<file path="config.mk">
export PLATFORM = sky130hd
export DESIGN_NAME = jcs_clkstep
export DESIGN_NICKNAME = d
export VERILOG_FILES = /design/src/rtl/jcs_clkstep.sv
export SDC_FILE = /design/constraint.sdc
export NUM_CORES = 1
export LEC_CHECK = 0
export ABC_AREA = 1
export CAP_MARGIN = 15
export CORE_MARGIN = 2
export CORE_UTILIZATION = 46
export DETAILED_ROUTE_END_ITERATION = 10
export GPL_ROUTABILITY_DRIVEN = 0
export PLACE_DENSITY = 0.76
export SKIP_LAST_GASP = 1
export SLEW_MARGIN = 20
export SYNTH_ARGS = -nofsm -noshare
export SYNTH_HDL_FRONTEND = slang
export SYNTH_SLANG_ARGS = --single-unit
</file>
<file path="constraint.sdc">
create_clock -name CLK -period 1.8 [get_ports CLK]
set_clock_uncertainty 0.2 [all_clocks]
set_input_delay 0.27 -clock CLK [delete_from_list [all_inputs] [get_ports CLK]]
set_output_delay 0.27 -clock CLK [all_outputs]
set_load 0.02 [all_outputs]
</file>
<file path="src/rtl/jcs_clkstep.sv">
// Four-phase CPU clock generator and one-hot stepper, free-run or single-step.
// Optional completed-cycle counter output CYCLES when JCS_CLKSTEP_CYCLE_COUNT_EN is defined.
module jcs_clkstep #(
    parameter int NSTEPS = 6,
    parameter int DIV    = 2
) (
    input  logic              CLK,
    input  logic              RESET,
    input  logic              MODE,
    input  logic              STEP_REQ,
    input  logic              HALT,
    input  logic              SRST,
    output logic              clk,
    output logic              clkd,
    output logic              clke,
    output logic              clks,
    output logic [NSTEPS-1:0] STEP,
    output logic [1:0]        PHASE,
`ifdef JCS_CLKSTEP_CYCLE_COUNT_EN
    output logic              BUSY,
    output logic [31:0]       CYCLES
`else
    output logic              BUSY
`endif
);

    localparam int PW = (DIV > 1) ? $clog2(DIV) : 1;
    localparam logic [PW-1:0] PRESC_LAST = PW'(DIV - 1);
    localparam logic [NSTEPS-1:0] STEP_ONE = NSTEPS'(1);

    typedef enum logic [2:0] {S_IDLE, S_Q0, S_Q1, S_Q2, S_Q3} state_t;

    state_t             state_q, state_d;
    logic [PW-1:0]      presc_q, presc_d;
    logic [NSTEPS-1:0]  step_q, step_d;
    logic               pend_q, pend_d;
    logic               srst_q, srst_d;
    logic               clk_q, clk_d;
    logic               clkd_q, clkd_d;
    logic               clke_q, clke_d;
    logic               clks_q, clks_d;
    logic [1:0]         phase_q, phase_d;
    logic               busy_q, busy_d;
    logic               last_q;
    logic               start;
`ifdef JCS_CLKSTEP_CYCLE_COUNT_EN
    logic [31:0]        cycles_q, cycles_d;
`endif

    always_comb begin
        state_d = state_q;
        presc_d = presc_q;
        step_d  = step_q;
        pend_d  = pend_q;
        srst_d  = srst_q;
`ifdef JCS_CLKSTEP_CYCLE_COUNT_EN
        cycles_d = cycles_q;
`endif
        last_q = (presc_q == PRESC_LAST);
        start  = !HALT && (!MODE || pend_q || STEP_REQ);

        if (state_q != S_IDLE) begin
            srst_d = srst_q | SRST;
            pend_d = MODE & (pend_q | STEP_REQ);
        end else if (!MODE) begin
            pend_d = 1'b0;
        end

        unique case (state_q)
            S_IDLE: begin
                if (SRST) step_d = STEP_ONE;
                if (start) begin
                    state_d = S_Q0;
                    presc_d = '0;
                    pend_d  = 1'b0;
                end
            end
            default: begin
                if (!last_q) begin
                    presc_d = presc_q + 1'b1;
                end else begin
                    presc_d = '0;
                    unique case (state_q)
                        S_Q0: state_d = S_Q1;
                        S_Q1: state_d = S_Q2;
                        S_Q2: state_d = S_Q3;
                        default: begin
                            // Cycle boundary: the only place STEP moves while running.
                            step_d = (srst_q || SRST) ? STEP_ONE
                                                      : {step_q[NSTEPS-2:0], step_q[NSTEPS-1]};
                            srst_d = 1'b0;
`ifdef JCS_CLKSTEP_CYCLE_COUNT_EN
                            cycles_d = cycles_q + 32'd1;
`endif
                            if (start) begin
                                state_d = S_Q0;
                                pend_d  = 1'b0;
                            end else begin
                                state_d = S_IDLE;
                            end
                        end
                    endcase
                end
            end
        endcase
    end

    // Outputs are decoded from the next state so they land in flops.
    always_comb begin
        clk_d   = 1'b0;
        clkd_d  = 1'b0;
        phase_d = 2'd3;
        busy_d  = 1'b1;
        unique case (state_d)
            S_Q0: begin clk_d = 1'b1; phase_d = 2'd0; end
            S_Q1: begin clk_d = 1'b1; clkd_d = 1'b1; phase_d = 2'd1; end
            S_Q2: begin clkd_d = 1'b1; phase_d = 2'd2; end
            S_Q3: phase_d = 2'd3;
            default: busy_d = 1'b0;
        endcase
        clke_d = clk_d | clkd_d;
        clks_d = clk_d & clkd_d;
    end

    always_ff @(posedge CLK) begin
        if (RESET) begin
            state_q <= S_IDLE;
            presc_q <= '0;
            step_q  <= STEP_ONE;
            pend_q  <= 1'b0;
            srst_q  <= 1'b0;
            clk_q   <= 1'b0;
            clkd_q  <= 1'b0;
            clke_q  <= 1'b0;
            clks_q  <= 1'b0;
            phase_q <= 2'd3;
            busy_q  <= 1'b0;
`ifdef JCS_CLKSTEP_CYCLE_COUNT_EN
            cycles_q <= '0;
`endif
        end else begin
            state_q <= state_d;
            presc_q <= presc_d;
            step_q  <= step_d;
            pend_q  <= pend_d;
            srst_q  <= srst_d;
            clk_q   <= clk_d;
            clkd_q  <= clkd_d;
            clke_q  <= clke_d;
            clks_q  <= clks_d;
            phase_q <= phase_d;
            busy_q  <= busy_d;
`ifdef JCS_CLKSTEP_CYCLE_COUNT_EN
            cycles_q <= cycles_d;
`endif
        end
    end

    assign clk   = clk_q;
    assign clkd  = clkd_q;
    assign clke  = clke_q;
    assign clks  = clks_q;
    assign STEP  = step_q;
    assign PHASE = phase_q;
    assign BUSY  = busy_q;
`ifdef JCS_CLKSTEP_CYCLE_COUNT_EN
    assign CYCLES = cycles_q;
`endif

endmodule

</file>
==> results.yml, run 1 <==
worst_setup_path:
  critPathSlowestCell: "clkdlybuf4s50_1"
  crit_type: "reg2out"
  end_kind: "primary output"
  critPathRequiredTime_ns: 1.33
  arrival_ns: 1.28
  cp_max_fo: 3
  critPathMaxStageDelay_ns: 0.62
  critPathTopFamily: "buffers and inverters"
  path_buf_inv: 1
  start_kind: "flip-flop"
  path_cells: "clkdlybuf4s50_1"
synthesis:
  syn-cell-area_sq_um: 752
  yosysWarnings: 0
  synth_nets: 102
  synth_area_per_cell_sq_um: 7.83
  ys_seq_elements: 19
  synthCells: 96
  yosysSeqAreaShare: 0.506
  yosysUniqueCellTypes: 19
clock_network:
  root_buffer: "clkbuf_4"
  clkTransAtPathRegs_ns: 0.10
  cts_resized: 0
  cts_tree: "done"
  worstSkewPairLatency_ns: 0.29
  cts_hold_buffers: 0
  cts_buffers: 3
  h-tree-depth: 1
  clockBufferDepth: 2
  clock-sinks: 19
  cts_setup_buffers: 0
routing:
  via_count: 668
  wl_met2_um: 654
  top_layer: "met4"
  totalWireLength_um: 1400
  drc: 0
  m1WireLength_um: 651
  viasPerCell: 4.99
  drt_iter0_markers: 22
  dr.pass1.iters: 4
  wl_met3_um: 52
  wire_per_inst_um: 10.4
  ant_nets: 0
timing:
  min_period_ns: 1.75
  max_freq_mhz: 572
  finalHoldViolCount: 0
  hold-worst-slack_ns: 0.280
  drv_slew: 0
  tightest_slew_ns: 0.381
  slew_headroom: 0.745
  rsz0062_at_grt: "false"
  fin_ws_ns: 0.0504
  finalCritPeriodShare: 0.972
  finalSetupViolCount: 0
  setup-tns-final_ns: 0
final_layout:
  nFillCells: 135
  largest_reg_flops: 6
  utilization: 0.644
  final_cell_mix: "nand2_1 (22), dfxtp_1 (19), clkdlybuf4s50_1 (18)"
  layout.nets: 125
  final_common_cell: "nand2_1"
  n_antenna_cell: 0
  syn2layout_area_growth_pct: 30.6
  drive_gt1_frac: 0.178
floorplanning:
  io_pins: 19
  design.die.area_sq_mm: 0.00197
  die_h_um: 44.4
  start_util: 0.493
  row_count: 14
  floorplan.die.width_um: 44.4
  core_area_sq_mm: 0.00152
placed_design:
  port_buffers: 18
  dp_hpwl_um: 1120
  dp_slack_ns: 0.0578
power_and_ir_drop:
  cellPowerDensity_mw_per_mm2: 1480
  peakVddDrop_v: 0.00103
  power.leakage_nw: 0.434
global_route:
  grt_pass1_vias: 611
  grt_max_degree: 12
  grt_pass1_wl_um: 2480
  grt_usage: 0.173
  antenna_found_initial: 0
  grt-ovfl-total: 0
min_path:
  hold_path.class: "reg2reg"
run:
  cap_violations: 0
run_status:
  status: "complete, no violations"
[cell type report]
| type | count | area [sq um] | area share |
|---|---|---|---|
| Sequential cell | 19 | 380 | 0.387 |
| Inverter | 13 | 48.8 | 0.0497 |
| Clock buffer | 3 | 22.5 | 0.0229 |
| Multi-Input combinational cell | 63 | 318 | 0.324 |
| Clock inverter | 1 | 5.00 | 0.00510 |
| Timing Repair Buffer | 19 | 188 | 0.191 |
| Tap cell | 16 | 20.0 | 0.0204 |
[synthesized netlist by cell type, drive strengths merged]
master / n / area (sq um)
buf: 1 / 5.00
nand3b: 1 / 7.51
o21ai: 2 / 10.0
o2111ai: 1 / 8.76
or2: 1 / 6.26
nand2: 28 / 125
nand3: 4 / 20.0
nor2: 12 / 65.1
and3: 1 / 6.26
dfxtp: 19 / 380
o32ai: 1 / 8.76
nor3: 2 / 10.0
inv: 13 / 48.8
a21oi: 10 / 50.1
[worst register-to-register path, delay by kind of cell (launching register included)]
family                 cells  cell delay (ns)
buffers and inverters      1             0.12
AND/OR/NAND/NOR            3             0.42
AO/OA/AOI/OAI              2             0.26
flip-flops                 1             0.35
[per-layer routing]
metal | up-vias | GRT usage
met2 | 17 | 0.265
li1 | 351 | -
met5 | - | 0
met3 | 4 | 0.0367
met1 | 296 | 0.229
met4 | 0 | 0.0909
[cell families after synthesis]
logic type / synth area share
AOI/OAI and AO/OA: 0.103
and+or+nand+nor: 0.319
DFF: 0.506
buffers and inverters: 0.0715
[where the power goes]
part	internal (mW)	switching [mW]	leakage [nW]
clock	0.0826	0.121	0.0177
sequential	0.528	0.0650	0.156
combinational	0.261	0.392	0.260
total	0.871	0.578	0.434
[metrics by stage]
step / std cells / total power, mW / cell area (sq um)
floorplan: 96 / 1.04 / 752
global placement: 130 / 1.24 / 955
detailed placement: 130 / 1.26 / 955
CTS: 134 / 1.46 / 982
global route: 134 / 1.56 / 982
finish: 134 / 1.45 / 982
[final timing paths]
| path | start | endpoint | slack (ns) | depth (start not counted) |
|---|---|---|---|---|
| setup / recovery | STEP[1] | STEP[1] | 0.05 | 1 |
| hold / removal | STEP[2] | STEP[2] | 0.28 | 2 |
| setup reg to reg | state_q[1] | STEP[4] | 0.32 | 6 |
| hold reg to reg | STEP[2] | STEP[2] | 0.28 | 2 |
(Power assumes the default switching activity.)
==> run 2: changes to the inputs <==
CTS_CLUSTER_SIZE = 16   (was unset)
==> results of run 2 <==
The final DEF is identical to that of run 1; final timing and power are the same.
